`src/rtl/lsu_mem_master_if.sv`:
```
`default_nettype none
// ----------------------------------------------------------------------------
// lsu_mem_master_if
// Request, response and data-memory bus of the LSU memory master.
// The master modport is the LSU view; the slave modport is the
// environment view (execute stage, response consumer and memory).
// Revision: 1.0
// ----------------------------------------------------------------------------
interface lsu_mem_master_if #(
  parameter int AWIDTH = 32,
  parameter int DWIDTH = 32
);
  logic              req_valid_i;
  logic              req_ready_o;
  logic              req_we_i;
  logic [1:0]        req_size_i;
  logic              req_unsigned_i;
  logic [AWIDTH-1:0] req_addr_i;
  logic [DWIDTH-1:0] req_wdata_i;
  logic              resp_valid_o;
  logic              resp_ready_i;
  logic [DWIDTH-1:0] resp_rdata_o;
  logic              resp_err_o;
  logic [AWIDTH-1:0] mem_addr_o;
  logic [DWIDTH-1:0] mem_data_o;
  logic              mem_read_en_o;
  logic              mem_write_en_o;
  logic [DWIDTH-1:0] mem_data_i;

  modport master (
    input  req_valid_i, req_we_i, req_size_i, req_unsigned_i, req_addr_i, req_wdata_i,
    output req_ready_o,
    output resp_valid_o, resp_rdata_o, resp_err_o,
    input  resp_ready_i,
    output mem_addr_o, mem_data_o, mem_read_en_o, mem_write_en_o,
    input  mem_data_i
  );

  modport slave (
    output req_valid_i, req_we_i, req_size_i, req_unsigned_i, req_addr_i, req_wdata_i,
    input  req_ready_o,
    input  resp_valid_o, resp_rdata_o, resp_err_o,
    output resp_ready_i,
    input  mem_addr_o, mem_data_o, mem_read_en_o, mem_write_en_o,
    output mem_data_i
  );
endinterface
`default_nettype wire

```
`src/rtl/lsu_mem_master.sv`:
```
`default_nettype none
// ----------------------------------------------------------------------------
// lsu_mem_master
// Single-outstanding load/store unit memory initiator. Converts byte, half
// and word accesses into aligned 32-bit memory cycles (sub-word stores use
// read-modify-write) and returns extended load data or an error.
// Optional macro LSU_ALIGN_CHECK_EN: misaligned half/word accesses are
// reported as errors instead of being forced to natural alignment.
// Revision: 1.0
// ----------------------------------------------------------------------------
module lsu_mem_master #(
  parameter int                AWIDTH    = 32,
  parameter int                DWIDTH    = 32,
  parameter logic [AWIDTH-1:0] BASE_ADDR = 32'h0100_0000,
  parameter int                MEM_BYTES = 4096
) (
  input  logic             clk,
  input  logic             rst,
  lsu_mem_master_if.master bus
);
  localparam int             AW1       = AWIDTH + 1;
  localparam logic [AW1-1:0] LAST_ADDR = {1'b0, BASE_ADDR} + AW1'(MEM_BYTES) - AW1'(1);

  typedef enum logic [1:0] {IDLE = 2'd0, RD = 2'd1, WR = 2'd2, RESP = 2'd3} state_t;
  state_t state, state_nxt;

  logic              we_q;
  logic [1:0]        size_q;
  logic              uns_q;
  logic [AWIDTH-1:0] addr_q;
  logic [DWIDTH-1:0] wdata_q;
  logic [DWIDTH-1:0] old_q;
  logic [DWIDTH-1:0] rdata_q;
  logic              err_q;

  logic              idle_rdy;
  logic              accept;
  logic [AWIDTH-1:0] acc_addr;
  logic              misalign;
  logic [AW1-1:0]    span;
  logic [AW1-1:0]    acc_last;
  logic              acc_err;
  logic [7:0]        lane_byte;
  logic [15:0]       lane_half;
  logic [DWIDTH-1:0] load_ext;
  logic [DWIDTH-1:0] merged;

  assign idle_rdy = (state == IDLE) && rst;
  assign accept   = bus.req_valid_i && idle_rdy;

  // Accept-time address normalisation and error classification
  always_comb begin
    acc_addr = bus.req_addr_i;
    misalign = 1'b0;
`ifdef LSU_ALIGN_CHECK_EN
    misalign = ((bus.req_size_i == 2'b01) && bus.req_addr_i[0]) ||
               ((bus.req_size_i == 2'b10) && (bus.req_addr_i[1:0] != 2'b00));
`else
    if (bus.req_size_i == 2'b01) begin
      acc_addr[0] = 1'b0;
    end else if (bus.req_size_i == 2'b10) begin
      acc_addr[1:0] = 2'b00;
    end
`endif
    case (bus.req_size_i)
      2'b01:   span = AW1'(1);
      2'b10:   span = AW1'(3);
      default: span = '0;
    endcase
    // One extra bit so an access running past the top of the address space is caught
    acc_last = {1'b0, acc_addr} + span;
    acc_err  = (bus.req_size_i == 2'b11) || misalign ||
               (acc_addr < BASE_ADDR) || (acc_last > LAST_ADDR);
  end

  // Lane extraction for loads and lane merge for sub-word stores
  always_comb begin
    lane_byte = bus.mem_data_i[{addr_q[1:0], 3'b000} +: 8];
    lane_half = bus.mem_data_i[{addr_q[1], 4'b0000} +: 16];
    case (size_q)
      2'b00:   load_ext = uns_q ? {{(DWIDTH-8){1'b0}}, lane_byte}
                                : {{(DWIDTH-8){lane_byte[7]}}, lane_byte};
      2'b01:   load_ext = uns_q ? {{(DWIDTH-16){1'b0}}, lane_half}
                                : {{(DWIDTH-16){lane_half[15]}}, lane_half};
      default: load_ext = bus.mem_data_i;
    endcase
    merged = old_q;
    case (size_q)
      2'b00:   merged[{addr_q[1:0], 3'b000} +: 8] = wdata_q[7:0];
      2'b01:   merged[{addr_q[1], 4'b0000} +: 16] = wdata_q[15:0];
      default: merged = wdata_q;
    endcase
  end

  // State register
  always_ff @(posedge clk or negedge rst) begin
    if (!rst) begin
      state <= IDLE;
    end else begin
      state <= state_nxt;
    end
  end

  // Next-state and bus outputs
  always_comb begin
    state_nxt          = state;
    bus.req_ready_o    = idle_rdy;
    bus.resp_valid_o   = (state == RESP);
    bus.resp_rdata_o   = rdata_q;
    bus.resp_err_o     = err_q;
    bus.mem_addr_o     = {addr_q[AWIDTH-1:2], 2'b00};
    bus.mem_read_en_o  = (state == RD);
    bus.mem_write_en_o = (state == WR);
    bus.mem_data_o     = (state == WR) ? merged : '0;
    case (state)
      IDLE: begin
        if (accept) begin
          if (acc_err)                          state_nxt = RESP;
          else if (!bus.req_we_i)               state_nxt = RD;
          else if (bus.req_size_i == 2'b10)     state_nxt = WR;
          else                                  state_nxt = RD;
        end
      end
      RD:      state_nxt = we_q ? WR : RESP;
      WR:      state_nxt = RESP;
      RESP:    if (bus.resp_ready_i) state_nxt = IDLE;
      default: state_nxt = IDLE;
    endcase
  end

  // Request capture, old-word capture and response data
  always_ff @(posedge clk or negedge rst) begin
    if (!rst) begin
      we_q    <= 1'b0;
      size_q  <= 2'b00;
      uns_q   <= 1'b0;
      addr_q  <= BASE_ADDR;
      wdata_q <= '0;
      old_q   <= '0;
      rdata_q <= '0;
      err_q   <= 1'b0;
    end else begin
      if (accept) begin
        we_q    <= bus.req_we_i;
        size_q  <= bus.req_size_i;
        uns_q   <= bus.req_unsigned_i;
        addr_q  <= acc_addr;
        wdata_q <= bus.req_wdata_i;
        err_q   <= acc_err;
        rdata_q <= '0;
      end
      if (state == RD) begin
        old_q <= bus.mem_data_i;
        if (!we_q) rdata_q <= load_ext;
      end
    end
  end
endmodule
`default_nettype wire

```
`src/flat_wrapper.sv`:
```
// flat-port wrapper written by rule: the top's interface ports become plain ports
module lsu_mem_master_flat 
#(
  parameter int                AWIDTH    = 32,
  parameter int                DWIDTH    = 32,
  parameter logic [AWIDTH-1:0] BASE_ADDR = 32'h0100_0000,
  parameter int                MEM_BYTES = 4096
)
  (clk, rst, bus_req_valid_i, bus_req_we_i, bus_req_size_i, bus_req_unsigned_i, bus_req_addr_i, bus_req_wdata_i, bus_req_ready_o, bus_resp_valid_o, bus_resp_rdata_o, bus_resp_err_o, bus_resp_ready_i, bus_mem_addr_o, bus_mem_data_o, bus_mem_read_en_o, bus_mem_write_en_o, bus_mem_data_i);
  lsu_mem_master_if #(.AWIDTH(AWIDTH), .DWIDTH(DWIDTH)) bus_i ();
  input  logic clk;
  input  logic rst;
  input wire logic [$bits(bus_i.req_valid_i)-1:0] bus_req_valid_i;
  input wire logic [$bits(bus_i.req_we_i)-1:0] bus_req_we_i;
  input wire logic [$bits(bus_i.req_size_i)-1:0] bus_req_size_i;
  input wire logic [$bits(bus_i.req_unsigned_i)-1:0] bus_req_unsigned_i;
  input wire logic [$bits(bus_i.req_addr_i)-1:0] bus_req_addr_i;
  input wire logic [$bits(bus_i.req_wdata_i)-1:0] bus_req_wdata_i;
  output wire logic [$bits(bus_i.req_ready_o)-1:0] bus_req_ready_o;
  output wire logic [$bits(bus_i.resp_valid_o)-1:0] bus_resp_valid_o;
  output wire logic [$bits(bus_i.resp_rdata_o)-1:0] bus_resp_rdata_o;
  output wire logic [$bits(bus_i.resp_err_o)-1:0] bus_resp_err_o;
  input wire logic [$bits(bus_i.resp_ready_i)-1:0] bus_resp_ready_i;
  output wire logic [$bits(bus_i.mem_addr_o)-1:0] bus_mem_addr_o;
  output wire logic [$bits(bus_i.mem_data_o)-1:0] bus_mem_data_o;
  output wire logic [$bits(bus_i.mem_read_en_o)-1:0] bus_mem_read_en_o;
  output wire logic [$bits(bus_i.mem_write_en_o)-1:0] bus_mem_write_en_o;
  input wire logic [$bits(bus_i.mem_data_i)-1:0] bus_mem_data_i;
  assign bus_i.req_valid_i = bus_req_valid_i;
  assign bus_i.req_we_i = bus_req_we_i;
  assign bus_i.req_size_i = bus_req_size_i;
  assign bus_i.req_unsigned_i = bus_req_unsigned_i;
  assign bus_i.req_addr_i = bus_req_addr_i;
  assign bus_i.req_wdata_i = bus_req_wdata_i;
  assign bus_req_ready_o = bus_i.req_ready_o;
  assign bus_resp_valid_o = bus_i.resp_valid_o;
  assign bus_resp_rdata_o = bus_i.resp_rdata_o;
  assign bus_resp_err_o = bus_i.resp_err_o;
  assign bus_i.resp_ready_i = bus_resp_ready_i;
  assign bus_mem_addr_o = bus_i.mem_addr_o;
  assign bus_mem_data_o = bus_i.mem_data_o;
  assign bus_mem_read_en_o = bus_i.mem_read_en_o;
  assign bus_mem_write_en_o = bus_i.mem_write_en_o;
  assign bus_i.mem_data_i = bus_mem_data_i;
  lsu_mem_master #(.AWIDTH(AWIDTH), .DWIDTH(DWIDTH), .BASE_ADDR(BASE_ADDR), .MEM_BYTES(MEM_BYTES)) u_core (.clk(clk), .rst(rst), .bus(bus_i));
endmodule
```
`config.mk`:
```
export PLATFORM = sky130hd
export DESIGN_NAME = lsu_mem_master_flat
export DESIGN_NICKNAME = d
export VERILOG_FILES = /design/src/rtl/lsu_mem_master_if.sv /design/src/rtl/lsu_mem_master.sv /design/src/flat_wrapper.sv
export SDC_FILE = /design/constraint.sdc
export NUM_CORES = 1
export LEC_CHECK = 0
export CORE_MARGIN = 3
export CORE_UTILIZATION = 50
export CTS_CLUSTER_DIAMETER = 100
export DETAILED_ROUTE_END_ITERATION = 7
export MAX_ROUTING_LAYER = met4
export PLACE_DENSITY = 0.82
export SKIP_CTS_REPAIR_TIMING = 1
export SYNTH_ARGS = -nofsm -noshare
export SYNTH_HDL_FRONTEND = slang
export SYNTH_SLANG_ARGS = --single-unit
```
`constraint.sdc`:
```
create_clock -name clk -period 3.69 [get_ports clk]
set_input_delay 0.5535 -clock clk [delete_from_list [all_inputs] [get_ports clk]]
set_output_delay 0.5535 -clock clk [all_outputs]
set_load 0.03 [all_outputs]
```
# --- Word-level counts from Yosys, hierarchy flattened ---
# Index checks and enable logic that the tools add are counted.
# Widths: inputs -> output; s select.
classes:
  add_sub_neg: 3
  magnitude_cmp: 2
  eq_ne: 9
  shifts: 6
  mux: 21
  reduce_logical: 7
ops:
  columns: ["operator", "count"]
  rows:
  - ["$mux 32", 6]
  - ["$pmux 32 s2", 2]
  - ["$bwmux 32", 2]
  - ["$add 32x2->33", 1]
  - ["$gt 33x25->1 const B", 1]
  - ["$lt 32x25->1 const B", 1]
  - ["$shift 16x7->32 const A", 1]
  - ["$shift 8x7->32 const A", 1]
  - ["$shiftx 16x7->32", 1]
  - ["$shiftx 32x6->16", 1]
  - ["$shiftx 32x6->8", 1]
  - ["$shiftx 8x7->32", 1]
  - ["$neg 5->7", 2]
  - ["$mux 2", 6]
  - ["$eq 2x2->1 const B", 4]
  - ["$pmux 2 s4", 1]
  - ["$eq 2x1->1 const B", 3]
  - ["$logic_not 2->1", 2]
  - ["$ne 2x1->1 const B", 2]
  - ["$pmux 2 s2", 1]
  - ["$mux 1", 3]
  - ["$logic_and 1x1->1", 2]
  - ["$logic_or 1x1->1", 2]
  - ["$reduce_and 2->1", 1]
word_totals:
  ff_bits: 135
  in_bits: 104
  out_inout_bits: 101
  word_cells: 57

# --- Logic depth before layout (Yosys ltp) ---
depth:
  ltp_word: 9
  mapped_depth: 12
  depth_no_buf: 12

# --- Worst setup path after synthesis ---
# No wires, ideal clock.
synth_timing:
  path_kind: "reg2out"
  start: "register u_core.addr_q[1]"
  end: "output port bus_mem_data_o[31]"
  arrival_ns: 3.092
  required_ns: 3.137
  slack_ns: 0.044
  stages_incl_launch_ff: 10
  n_path_buf: 2
  cell_sequence: "dfrtp_1 -> clkbuf_1 -> inv_1 -> clkbuf_1 -> ha_1 -> nor4_1 -> a221oi_1 -> a211oi_1 -> a21oi_1 -> nor2b_1"
synth_via:
  elab_chain_cells: 5
  elab_cells_between_ends: 10
  cone_classes: "2 x add/sub; 4 x shift; 4 x mux"
synth_lines:
  columns: ["item", "line", "source"]
  rows:
  - ["start: declaration", "lsu_mem_master.sv:30", "logic [AWIDTH-1:0] addr_q;"]
  - ["start signal: assignment", "lsu_mem_master.sv:147", "addr_q <= acc_addr;"]
  - ["$neg 5->7 (on tied branches)", "lsu_mem_master.sv:90, lsu_mem_master.sv:89", null]
  - ["$shiftx 16x7->32 (tied with other cells)", "lsu_mem_master.sv:90", "2'b01: merged[{addr_q[1], 4'b0000} +: 16] = wdata_q[15:0];"]
  - ["$bwmux 32 (on tied branches)", "lsu_mem_master.sv:90, lsu_mem_master.sv:89", null]
  - ["$pmux 32 s2 (*)", "lsu_mem_master.sv:88", "case (size_q)"]
  - ["$mux 32 (*)", "lsu_mem_master.sv:114", "bus.mem_data_o = (state == WR) ? merged : '0;"]
  - ["end: declaration", "flat_wrapper.sv:25", "output wire logic [$bits(bus_i.mem_data_o)-1:0] bus_mem_data_o;"]
# Mark *: on every way between the ends. The rest lies on a longest branch, timed or not.

# --- Worst setup path in the final report ---
layout_timing:
  start: "input port bus_req_size_i[0]"
  end: "register u_core.state[1]"
layout_via:
  elab_chain_cells: 9
  elab_cells_between_ends: 17
  cone_classes: "1 x add/sub; 2 x order compare; 3 x eq/ne; 9 x mux; 2 x reduce/logical"
layout_lines:
  columns: ["item", "line", "source"]
  rows:
  - ["start: declaration", "flat_wrapper.sv:15", "input wire logic [$bits(bus_i.req_size_i)-1:0] bus_req_size_i;"]
  - ["$eq 2x2->1", "lsu_mem_master.sv:61", "end else if (bus.req_size_i == 2'b10) begin"]
  - ["$mux 2", "lsu_mem_master.sv:61", null]
  - ["$mux 1 (*)", "lsu_mem_master.sv:59", "if (bus.req_size_i == 2'b01) begin"]
  - ["named net u_core.acc_addr[0]", "lsu_mem_master.sv:38", "logic [AWIDTH-1:0] acc_addr;"]
  - ["$add 32x2->33 / $lt 32x25->1 (equally long branches)", "lsu_mem_master.sv:71, lsu_mem_master.sv:73", null]
  - ["$gt 33x25->1 / $logic_or 1x1->1 (equally long branches)", "lsu_mem_master.sv:73, lsu_mem_master.sv:72", null]
  - ["$logic_or 1x1->1 (*)", "lsu_mem_master.sv:73", "(acc_addr < BASE_ADDR) || (acc_last > LAST_ADDR);"]
  - ["$mux 2 (*)", "lsu_mem_master.sv:118", "if (acc_err) state_nxt = RESP;"]
  - ["$mux 2 (*)", "lsu_mem_master.sv:117", "if (accept) begin"]
  - ["$pmux 2 s4 (*)", "lsu_mem_master.sv:115", "case (state)"]
  - ["end signal: assignment", "lsu_mem_master.sv:100", "state <= state_nxt;"]
  - ["end: declaration", "lsu_mem_master.sv:25", "state_t state, state_nxt;"]
# The timed path passes the listed nets; every way through them passes the cells marked *. The select of a mux whose other input is x is not followed.
# A chain may end at the register's enable or synchronous reset.

==> results.md <==
* Worst Path Required at 3.97 ns
* Critical-path cell list: clkdlybuf4s50_1, inv_1, ha_1, nor3b_2, ha_2, fa_1, inv_2, buf_4, nor4_4, nand4_2, or3_1, a211o_1, a2111oi_2, o31ai_1
* IO Count at 205
* Post-synthesis sequential area ratio at 43.3%
* Worst min-delay path category: in2async
* Max H-tree Level at 4
* EDFF count, synth at 0
* Top-area cell type share of the netlist area at 43.0%
* Ys flop type: dfrtp_1
* Port Buf Inserts at roughly 200
* Peak supply drop at 0.000479 V
* Vias in the first global route at 7058
* CTS Buf Count at 17
* Synth Instances at 880
* Syn-to-layout area delta at 33.6%
* First-pass GRT wire length at 37500 um
* Critical path's slowest cell: clkdlybuf4s50_1
* Crit path launch type: input pin
* Core Rows at 45
* Final ANT Viol Nets at 0
* Routability Congestion at 0.932
* Max_cap viols at 0
* Skew-Pair Late Insertion Delay at around 0.4 ns
* Setup ws final at between 0.1 and 0.15 ns
* Die Ht at ~130 um
* Synth top cells by count: nand2_1, dfrtp_1, clkbuf_1, o21ai_0, a21oi_1
* Total die area at 0.0171 mm2
* Dpl hpwl at ~17000 um
* Pre-antenna DRT Iters at 7
* CTS Buffer Depth at 2
* WL final at about 25000 um
* Fin crit period at 3.57 ns
* Slowest Stage Delay on Critical Path at 0.52 ns
* Gr ovfl total at 0
* Synth unique cells at 71
* Die width at roughly 130 um
* Post-Syn Area at 0.00781 mm2
* Reg2reg start: u_core.size_q[0]
* Placed cell areas at ~0.0098 mm2
* Final setup viols at 0
* Root Buffer: clkbuf_16
* Final nets at 1165
* Largest net degree at the start of global routing at 71
* Syn Area/Cell at 8.87 um2
* Worst Path Buf+Inv at 4
* Gr usage total at roughly 29%
* Fin. Hold Viols at 0
* Worst Setup SP: bus_req_size_i[0]
* Number of synthesized register bits at 135
* Core area at 0.0153 mm2
* Fraction of registers with async set/reset at between 90% and 100%
* Cell taking the most area after synthesis: dfrtp_1
* Worst slew pin tran at around 1.1 ns
* Worst path top cell family by delay: simple AND/OR/NAND/NOR gates
* Via Count at 7530
* Pwr Density at a little over 900 mW/mm2
* Fin Hold WS at ~0.32 ns
* Worst slack at placement at -0.415 ns
* CTS tree: built
* Mean routed wirelength per cell at 19.5 um
* Fmax at 280 MHz
* Run status: complete, no violations
* 1st-iter DRT viols at 1014
* Crit path DAT at 3.85 ns
* Fin. max-slew vios at 0
* Clock transition at the registers of the reported paths at 0.06 ns
* # DRC at 0
* Final Cell Area at 0.0104 mm2
* Syn. warnings at 0
* Slew headroom at 25.4%
* Fin crit share at 96.6%
* Initial Util at slightly above 50%
* Vias per cell at 5.93
* CP endpoint kind: flop
* Area contributors post-synth: dfrtp_1, nand2_1, mux2_2
* Crit path kind: in2reg
* Multi-input combinational cell area at 0.00392 mm2
* Storage cell area at 0.00338 mm2
* Initial antenna violation count at 0
* # clock sinks at 135
* # diodes at 0
* Most common cell in the netlist: nand2_1
* Share of layout cells above drive strength 1 at 14.5%
* Pleak at between 0.004 and 0.005 uW
* Worst Skew at 0.00345 ns
* Critical path fanouts, max at 3
* Layout fillers at 1212
-- final timing paths --
kind	endpoint	slack [ns]	cells past startpoint
min reg2reg	u_core.addr_q[24]	0.46	2
max	u_core.state[1]	0.12	14
min	u_core.addr_q[18]	0.32	2
min in group clk	u_core.addr_q[24]	0.46	2
max reg2reg	u_core.bus.resp_rdata_o[0]	1.18	5
max in group asynchronous	u_core.size_q[1]	2.69	2
-- logic make-up (layout without fill, tap and decap cells) --
| kind of cell | Yosys count | in the layout | synth area share, % |
|---|---|---|---|
| muxes | 53 | 53 | 7.32 |
| and+or+nand+nor | 363 | 363 | 22.1 |
| buffers and inverters | 108 | 285 | 6.94 |
| DFF | 135 | 135 | 43.3 |
| AOI/OAI and AO/OA | 200 | 200 | 17.2 |
| xor gates and xnor gates | 4 | 4 | 0.449 |
| other | 1 | 2 | 0.0480 |
| adders and majority gates | 16 | 16 | 2.66 |
-- worst register-to-register path: cells and delay by family (launching register included) --
kind | cells | cell delay [ns]
flops | 1 | 0.63
simple gates | 2 | 0.82
buf+inv | 1 | 0.44
compound gates | 2 | 0.52
-- placed cells by master (no fill, tap or decap), types with 4 or more instances in the layout --
master / netlist / layout
a211oi_1: 21 / 20
a21oi_1: 38 / 38
a221oi_1: 16 / 16
a222oi_1: 15 / 15
a31oi_1: 9 / 9
buf_4: 32 / 61
clkbuf_16: 0 / 17
clkbuf_8: 0 / 5
clkdlybuf4s50_1: 0 / 169
clkinv_2: 0 / 4
dfrtp_1: 134 / 133
ha_1: 15 / 14
inv_1: 19 / 18
mux2_2: 33 / 33
mux2i_1: 20 / 20
nand2_1: 231 / 230
nand2b_1: 10 / 9
nand3_1: 36 / 36
nand4_1: 4 / 4
nor2_1: 18 / 18
nor2b_1: 25 / 25
nor3b_1: 5 / 4
o21a_1: 7 / 7
o21ai_0: 45 / 45
o21ai_1: 13 / 13
o221ai_1: 8 / 8
o22ai_1: 7 / 7
-- stage by stage --
| stage | instances | utilization [%] | power, uW | setup TNS (ns) |
|---|---|---|---|---|
| after floorplan | 881 | - | 6090 | 0 |
| after global placement | 1237 | 64.1 | 7610 | -0.715 |
| after detailed placement | 1237 | 64.1 | 7710 | -1.15 |
| after CTS | 1269 | 68.2 | 9550 | 0 |
| after global routing | 1269 | 68.3 | 10100 | -0.0313 |
| final | 1269 | 68.3 | 9570 | 0 |
-- where the power goes --
group	leakage, uW	switching, uW	internal, uW	total [uW]
Combinational	0.00264	2930	2020	4950
Clock	0.000306	627	1150	1780
Sequential	0.00167	666	2170	2840
Total	0.00461	4220	5340	9570
-- layer usage --
layer / vias up / global-route usage [%] / part of all wire (%)
met2: 412 / 44.8 / 47
met3: 62 / 7.85 / 10
met1: 3647 / 37.8 / 40
met4: 0 / 9.50 / 3.1
li1: 3409 / - / -
met5: - / - / 0
-- layout make-up --
type,count,area share (%)
Clock buffer,24,4.81
Inverter,22,0.792
Sequential cell,135,32.4
Multi-Input combinational cell,638,37.6
Timing Repair Buffer,231,20.7
Tap cell,211,2.53
Clock inverter,8,1.13
-- flip-flops by register name, summed over array words and instances (netlist names) --
register and flops:
u_core.size_q 2, u_core.state 2, u_core.uns_q 1, u_core.bus.resp_rdata_o 32, u_core.addr_q 32, u_core.bus.resp_err_o 1, u_core.old_q 32, u_core.wdata_q 32
u_core.we_q 1
Power figures use the tool's default switching activity.
==> edit (same settings) <==
Encoding of `state_t`: now one-hot (4 bits for 4 states).
--- a/src/rtl/lsu_mem_master.sv
+++ b/src/rtl/lsu_mem_master.sv
@@ -23,3 +23,3 @@
 
-  typedef enum logic [1:0] {IDLE = 2'd0, RD = 2'd1, WR = 2'd2, RESP = 2'd3} state_t;
+  typedef enum logic [3:0] {IDLE = 4'b0001, RD = 4'b0010, WR = 4'b0100, RESP = 4'b1000} state_t;
   state_t state, state_nxt;
Function: same outputs for any inputs over 4 cycles, from zero or initial values and one cycle with rst low; so few cycles prove little.
==> edit against the original RTL <==
Design area fell by 0.88%; synthesized area fell by 1.7%; sequential cell count rose by 2; count of clock-buffer cells in the layout fell by 3; setup slack improved by 83 ps; clock skew rose by 2.3 ps; cell count fell by 1.9%; wire length fell by 2.6%.
Power is not compared: it rests on default switching activity, and its combinational part moved more than twofold at a synthesized area within 25%.
==> edit: results (changes against the original RTL) <==
- Clk_skew: 5.71 ps (+2.26 ps)
- Post-synthesis mux area share: 0.0672 (-0.00608)
- Routed Wire Length: 24100 um (-2.6%)
- Layout clock buffers: 21 (-13%)
- Outcome: completed
- Clk Latency, worst-skew pair: 430 ps (+20 ps)
- Seq/total area: 0.332 (+0.00795)
- NonClk Buf Share: 0.219 (+0.0115)
- Overall power: 4.85 mW
- Initial DRC count: 850 (-16%)
- Complex-gate fraction of the synthesized area: 0.173 (+0.00163)
- Vias in the first global route: 7203 (+2.1%)
- Antenna Cells: 1 (+1)
- Worst-path fanout max: 9 (+6)
- Total Routing Usage GR: 0.297 (+0.00506)
- Vias: 7461 (-0.92%)
- Fin worst setup slack: 207 ps (+83.3 ps)
- CP arrival: 2930 ps (-920 ps)
- Largest net degree at the start of global routing: 102 (+44%)
- Register-to-Register Path Depth: 8 (+3)
- HPWL Detailed: 16900 um (-1.4%)
- Largest cells by area after synthesis: dfrtp_1, nand2_1, o21ai_0, mux2_2, a221oi_1
- Worst hold path type: in2async
- Comb_multi_in: 633 (-0.78%)
- Tightest Pin Transition: 1120 ps (+2.20 ps)
- Top cells by instance count after synthesis: nand2_1, dfrtp_1, o21ai_0, clkbuf_1, nand3_1
- Initial antenna violation count: 1 (+1)
- Clock sink count: 137 (+1.5%)
- Worst R2R Setup Slack: 1250 ps (+70 ps)
- Fillers: 1141 (-5.9%)
- R2r endpoint: u_core.bus.resp_rdata_o[9]
- Number of non-clock inverters in the layout: 27 (+23%)
- Reg-to-reg startpoint: u_core.addr_q[1]
- Hold_ws: 279 ps (-45.8 ps)
- Clock network share of area: 0.0573 (-0.00214)
- First-pass GRT wire length: 37800 um (+0.90%)
- Fraction of layout instances using a drive strength above 1: 0.132 (-0.0125)
- Multi-input combinational area share: 0.359 (-0.0164)
- Seq/Total Area, Yosys: 0.447 (+0.0141)
-- edit: metrics by stage --
stage,utilization,area [um2],instances
2_1_floorplan,-,7680,883
3_3_place_gp,0.660,9740,1212
3_5_place_dp,0.660,9740,1212
4_1_cts,0.700,10300,1244
5_1_grt,0.700,10300,1245
6_report,0.700,10300,1245
-- edit: layer usage --
layer / wire length, um / vias to the layer above / share of wire / GRT usage
met4: 856 / 0 / 0.035 / 0.121
met2: 11500 / 420 / 0.48 / 0.462
met3: 2560 / 73 / 0.11 / 0.0884
met1: 9230 / 3553 / 0.38 / 0.364
li1: - / 3415 / - / -
met5: 0 / - / 0 / -
-- edit: critical path, stage by stage (launching register included) --
cell      delay (ps)
dfrtp_1          370
inv_1            240
ha_1             220
clkinv_1         250
nor4b_2          290
buf_4            200
a221oi_1          80
a211oi_1         420
a21oi_1           90
nor2_1           150
buf_4            180
